<file path="config.mk">
export PLATFORM = sky130hd
export DESIGN_NAME = lif_in_loader
export DESIGN_NICKNAME = d
export VERILOG_FILES = /design/src/rtl/lif_pkg.sv /design/src/rtl/lif_in_loader.sv
export SDC_FILE = /design/constraint.sdc
export NUM_CORES = 1
export LEC_CHECK = 0
export CORE_ASPECT_RATIO = 0.9
export CORE_UTILIZATION = 45
export CTS_CLUSTER_SIZE = 30
export DETAILED_ROUTE_END_ITERATION = 7
export GPL_TIMING_DRIVEN = 0
export HOLD_SLACK_MARGIN = 0.05
export PLACE_DENSITY = 0.73
export REMOVE_ABC_BUFFERS = 1
export SLEW_MARGIN = 20
export SYNTH_ARGS = -nofsm -noshare
export SYNTH_HDL_FRONTEND = slang
export SYNTH_SLANG_ARGS = --single-unit
export TNS_END_PERCENT = 100
</file>
<file path="constraint.sdc">
create_clock -name clk -period 1.65 [get_ports clk]
set_input_delay 0.33 -clock clk [delete_from_list [all_inputs] [get_ports clk]]
set_output_delay 0.33 -clock clk [all_outputs]
set_load 0.02 [all_outputs]
</file>
<file path="src/rtl/lif_pkg.sv">
// lif_pkg: shared constants, FSM state type and parity helper for the lif cell and its input loader.
//   NIB_W      : nibble width (fixed at 4, two nibbles per 8-bit beat)
//   NUM_IN_DEF : default neighbour nibble count per frame
//   state_t    : loader FSM states (LOAD, COMMIT)
//   even_par   : XOR reduction of a byte, used by the optional parity check
package lif_pkg;
    localparam int NIB_W      = 4;
    localparam int NUM_IN_DEF = 4;

    typedef enum logic {LOAD, COMMIT} state_t;

    function automatic logic even_par(input logic [7:0] d);
        return ^d;
    endfunction
endpackage

</file>
<file path="src/rtl/lif_in_loader.sv">
// lif_in_loader: assembles 8-bit beats into NUM_IN nibbles and commits whole frames atomically to the cell inputs.
// Optional feature macro: LIF_IN_LOADER_PARITY_EN (adds din_par / par_err, drops frames with a bad beat).
// Ports:
//   clk       : clock, rising edge
//   rst_n     : synchronous active-low reset
//   din       : beat data, [3:0] even nibble, [7:4] odd nibble
//   din_valid : beat present
//   din_ready : loader accepts a beat this cycle (LOAD state)
//   sync_clr  : abort the partial frame / cancel a pending commit
//   nib_out   : committed nibbles, nibble k at [k*4 +: 4]
//   upd       : one-cycle pulse after nib_out changes
//   din_par   : (macro) even-parity bit for din
//   par_err   : (macro) sticky frame parity error
module lif_in_loader
    import lif_pkg::*;
#(
    parameter int NUM_IN = NUM_IN_DEF
) (
    input  logic                    clk,
    input  logic                    rst_n,
    input  logic [7:0]              din,
    input  logic                    din_valid,
    output logic                    din_ready,
    input  logic                    sync_clr,
    output logic [NUM_IN*NIB_W-1:0] nib_out,
    output logic                    upd
`ifdef LIF_IN_LOADER_PARITY_EN
    ,
    input  logic                    din_par,
    output logic                    par_err
`endif
);
    localparam int BEATS = NUM_IN / 2;
    localparam int IDX_W = (BEATS > 1) ? $clog2(BEATS) : 1;

    state_t                    state, state_nx;
    logic [IDX_W-1:0]          idx;
    logic [NUM_IN*NIB_W-1:0]   shadow;
    logic                      accept, last, commit, ok;

    assign last = (idx == IDX_W'(BEATS - 1));

`ifdef LIF_IN_LOADER_PARITY_EN
    logic frame_bad;
    assign ok = !frame_bad;

    // frame_bad spans the whole frame including the COMMIT cycle, where it
    // decides between committing and flagging par_err.
    always_ff @(posedge clk) begin
        if (!rst_n || sync_clr) begin
            frame_bad <= 1'b0;
            par_err   <= 1'b0;
        end else if (state == COMMIT) begin
            frame_bad <= 1'b0;
            if (frame_bad) par_err <= 1'b1;
        end else if (accept && (even_par(din) ^ din_par)) begin
            frame_bad <= 1'b1;
        end
    end
`else
    assign ok = 1'b1;
`endif

    always_ff @(posedge clk) begin
        if (!rst_n) state <= LOAD;
        else        state <= state_nx;
    end

    always_comb begin
        state_nx  = state;
        din_ready = (state == LOAD);
        accept    = din_valid && din_ready && !sync_clr;
        commit    = 1'b0;
        if (sync_clr) begin
            state_nx = LOAD;
        end else if (state == COMMIT) begin
            state_nx = LOAD;
            commit   = ok;
        end else if (accept && last) begin
            state_nx = COMMIT;
        end
    end

    // Shadow is never cleared: every frame rewrites all nibbles before its commit.
    always_ff @(posedge clk) begin
        if (!rst_n) begin
            idx     <= '0;
            shadow  <= '0;
            nib_out <= '0;
            upd     <= 1'b0;
        end else begin
            upd <= commit;
            if (commit) nib_out <= shadow;
            if (sync_clr) begin
                idx <= '0;
            end else if (accept) begin
                shadow[8*int'(idx) +: 8] <= din;
                idx <= last ? '0 : idx + 1'b1;
            end
        end
    end
endmodule
</file>
==> run summary <==
CTS Root Cell -> clkbuf_4
WP data required -> 1320 ps
GRT Total Usage -> 0.174
Initial antenna violation count -> 0
Detailed-route via count -> 1,030
Post-Syn Instances -> 146
Diodes inserted -> 0
Clock skew -> 7.91 ps
Crit path kind -> flip-flop to output pin
Yosys top cell area share -> 0.519
P_leak -> 0.693 nW
Post-place setup slack -> -484 ps
Nets@finish -> 182
Syn avg cell area -> 9.24 sq um
Flops & latches, synth -> 35
Crit share post-route -> 0.973
Die Wd -> 59.7 um
ANT nets after route -> 0
DIE AREA -> 0.00322 sq mm
Drt total wl -> 2.45 mm
Fill count -> 292
Die height -> 53.9 um
Post-Syn Area -> 0.00135 sq mm
Pwr Density -> 824 mW/mm^2
Worst-path cell chain -> clkdlybuf4s50_1
CP peak stage delay -> 610 ps
Crit Path Max Fanout -> 2
Reg2reg setup slack -> 240 ps
Vias per cell -> 4.93
Slew headroom -> 0.543
Area Growth Syn to Fin -> 22.8%
Post-Synth XOR/XNOR Area -> 0.00649
# DRC -> 0
Max Root-Sink Buffers -> 2
Initial DRC count -> 14
Max IR drop VDD -> 0.544 mV
IO Pins -> 30
CP Depth -> 1
Post-synthesis compound-gate area fraction -> 0.171
Final core occ -> 0.593
Design area -> 0.00166 sq mm
Max-cap viol count -> 0
Class of the worst hold path -> flip-flop to flip-flop
Worst path top cell family by delay -> buffers and inverters
FF-to-FF End -> nib_out[15]
TritonCTS Sinks -> 35
Adder-cell share of the synthesized area -> 0
Clock transition at path regs -> 100 ps
Final cell count without fillers -> 209
Hold Buf Count CTS -> 0
Worst skew pair latency -> 330 ps
Largest family of logic cells by synthesized area -> simple AND/OR/NAND/NOR gates
Post-CTS setup buffers -> 0
Slew @ Worst Pin -> 683 ps
CTS tree -> yes
Vias in the first global route -> 939
Gr ovfl total -> 0
Yosys Warn Count -> 0
Largest net degree at the start of global routing -> 43
CP Capture Point -> nib_out[9]
TritonCTS Buffers -> 5
CP arrival -> 1280 ps
Hold Violations, Final -> 0
CP Launch Type -> flip-flop
Wire per inst -> 11.7 um
Slack of the critical path -> 44.5 ps
Crit. Startpoint -> nib_out[9]
Reg2reg start -> state
# resized after CTS -> 3
Slowest cell on crit path -> clkdlybuf4s50_1
Setup crit end kind -> output pin
Fin. max-slew vios -> 0
Reg2reg path depth -> 3
CP bufs+invs -> 1
WHS -> 458 ps
Area post-placement -> 0.00159 sq mm
CORE AREA -> 0.00279 sq mm
Crit path time final -> 1610 ps
Rows -> 18
RSZ-0062 raised after global routing -> false
Drt pass-1 iters -> 4
FMAX -> 0.623 GHz
Final setup violation count -> 0
Dominant cell type by area after synthesis -> dfxtp_1
Sequential area share after synthesis -> 0.519
DP HPWL -> 1.56 mm
Final GP Congestion -> 0.650
First-pass GRT wire length -> 3.97 mm
Status -> finished clean
Synth top area cells -> dfxtp_1 52%, nand2_1 11%, a21boi_0 6.7%
Portion of netlist area occupied by mux cells -> 0
Distinct cells, synth -> 22
Post-Place Cells -> 203
# port buffers -> 29
Share of layout cells above drive strength 1 -> 0.118
Initial Util -> 0.483
H-tree levels -> 2
Post-Synth Simple-Gate Area -> 0.230
[worst min-delay path by stage]
stage | to | from | slack, ps | depth (start not counted)
floorplan | nib_out[10] | shadow[10] | 430 | 2
global placement | nib_out[8] | shadow[8] | 440 | 2
detailed placement | nib_out[9] | nib_out[9] | 450 | 2
CTS | nib_out[9] | nib_out[9] | 460 | 2
global route | nib_out[7] | nib_out[7] | 480 | 2
finish | nib_out[10] | nib_out[10] | 460 | 2
[per-stage QoR]
| stage | power, mW | setup TNS (ps) |
|---|---|---|
| after CTS | 1.38 | 0 |
| after global placement | 0.974 | -15610 |
| final | 1.36 | 0 |
| after detailed placement | 0.975 | -11410 |
| after floorplan | 0.926 | 0 |
| after global routing | 1.41 | 0 |
[placed cells by master (no fill, tap or decap)]
| cell type | count |
|---|---|
| nand4bb_2 | 1 |
| buf_2 | 1 |
| a21boi_1 | 4 |
| nand2_1 | 40 |
| inv_1 | 1 |
| clkdlybuf4s50_1 | 19 |
| clkbuf_4 | 5 |
| nor2b_1 | 1 |
| nor2_1 | 2 |
| or4b_4 | 1 |
| and2_1 | 1 |
| dlygate4sd2_1 | 1 |
| nand3_2 | 3 |
| a21boi_0 | 12 |
| xnor2_1 | 1 |
| nand2b_1 | 1 |
| or2b_1 | 1 |
| dfxtp_1 | 35 |
| o21ai_2 | 8 |
| nor2b_2 | 1 |
| clkbuf_1 | 1 |
| nand3_1 | 13 |
| o21ai_0 | 8 |
| dlymetal6s2s_1 | 8 |
[Yosys cell counts, drive strengths merged]
| cell type | instances |
|---|---|
| buf | 7 |
| and2 | 1 |
| nor2b | 2 |
| nand4bb | 1 |
| or4b | 1 |
| nand3 | 16 |
| o21ai | 16 |
| nand2 | 40 |
| a21boi | 16 |
| inv | 1 |
| dfxtp | 35 |
| or2b | 1 |
| nor2 | 2 |
| clkbuf | 5 |
| nand2b | 1 |
| xnor2 | 1 |
[flip-flops by register name, summed over array words and instances, names as in the netlist]
| name | cells |
|---|---|
| idx | 1 |
| nib_out | 16 |
| shadow | 16 |
| state | 1 |
| upd | 1 |
[layout make-up]
type	instances	area (sq um)	share of cell area
multi-input cells	98	557	0.336
clock buffers	6	41.3	0.0249
inverters	1	3.75	0.00227
flip-flops and latches	35	701	0.423
well taps	40	50.0	0.0302
repair buffers	29	304	0.184
[layer usage]
metal / vias to the layer above / global-route usage / part of all wire
li1: 532 / - / -
met1: 467 / 0.182 / 0.46
met2: 25 / 0.309 / 0.47
met3: 6 / 0.0649 / 0.051
met4: 0 / 0.0814 / 0.021
met5: - / 0 / 0
[logic make-up (layout without fill, tap and decap cells)]
logic type | Yosys count | after routing
AO/OA/AOI/OAI | 32 | 32
XOR/XNOR | 1 | 1
buffers and inverters | 13 | 36
flip-flops | 35 | 35
AND/OR/NAND/NOR | 65 | 65
[where the power goes]
part | internal [mW] | switching (mW)
Clock | 0.151 | 0.257
Sequential | 0.858 | 0.00845
Combinational | 0.0434 | 0.0457
Total | 1.05 | 0.311
Note: power is estimated with default switching activity, not from simulation.
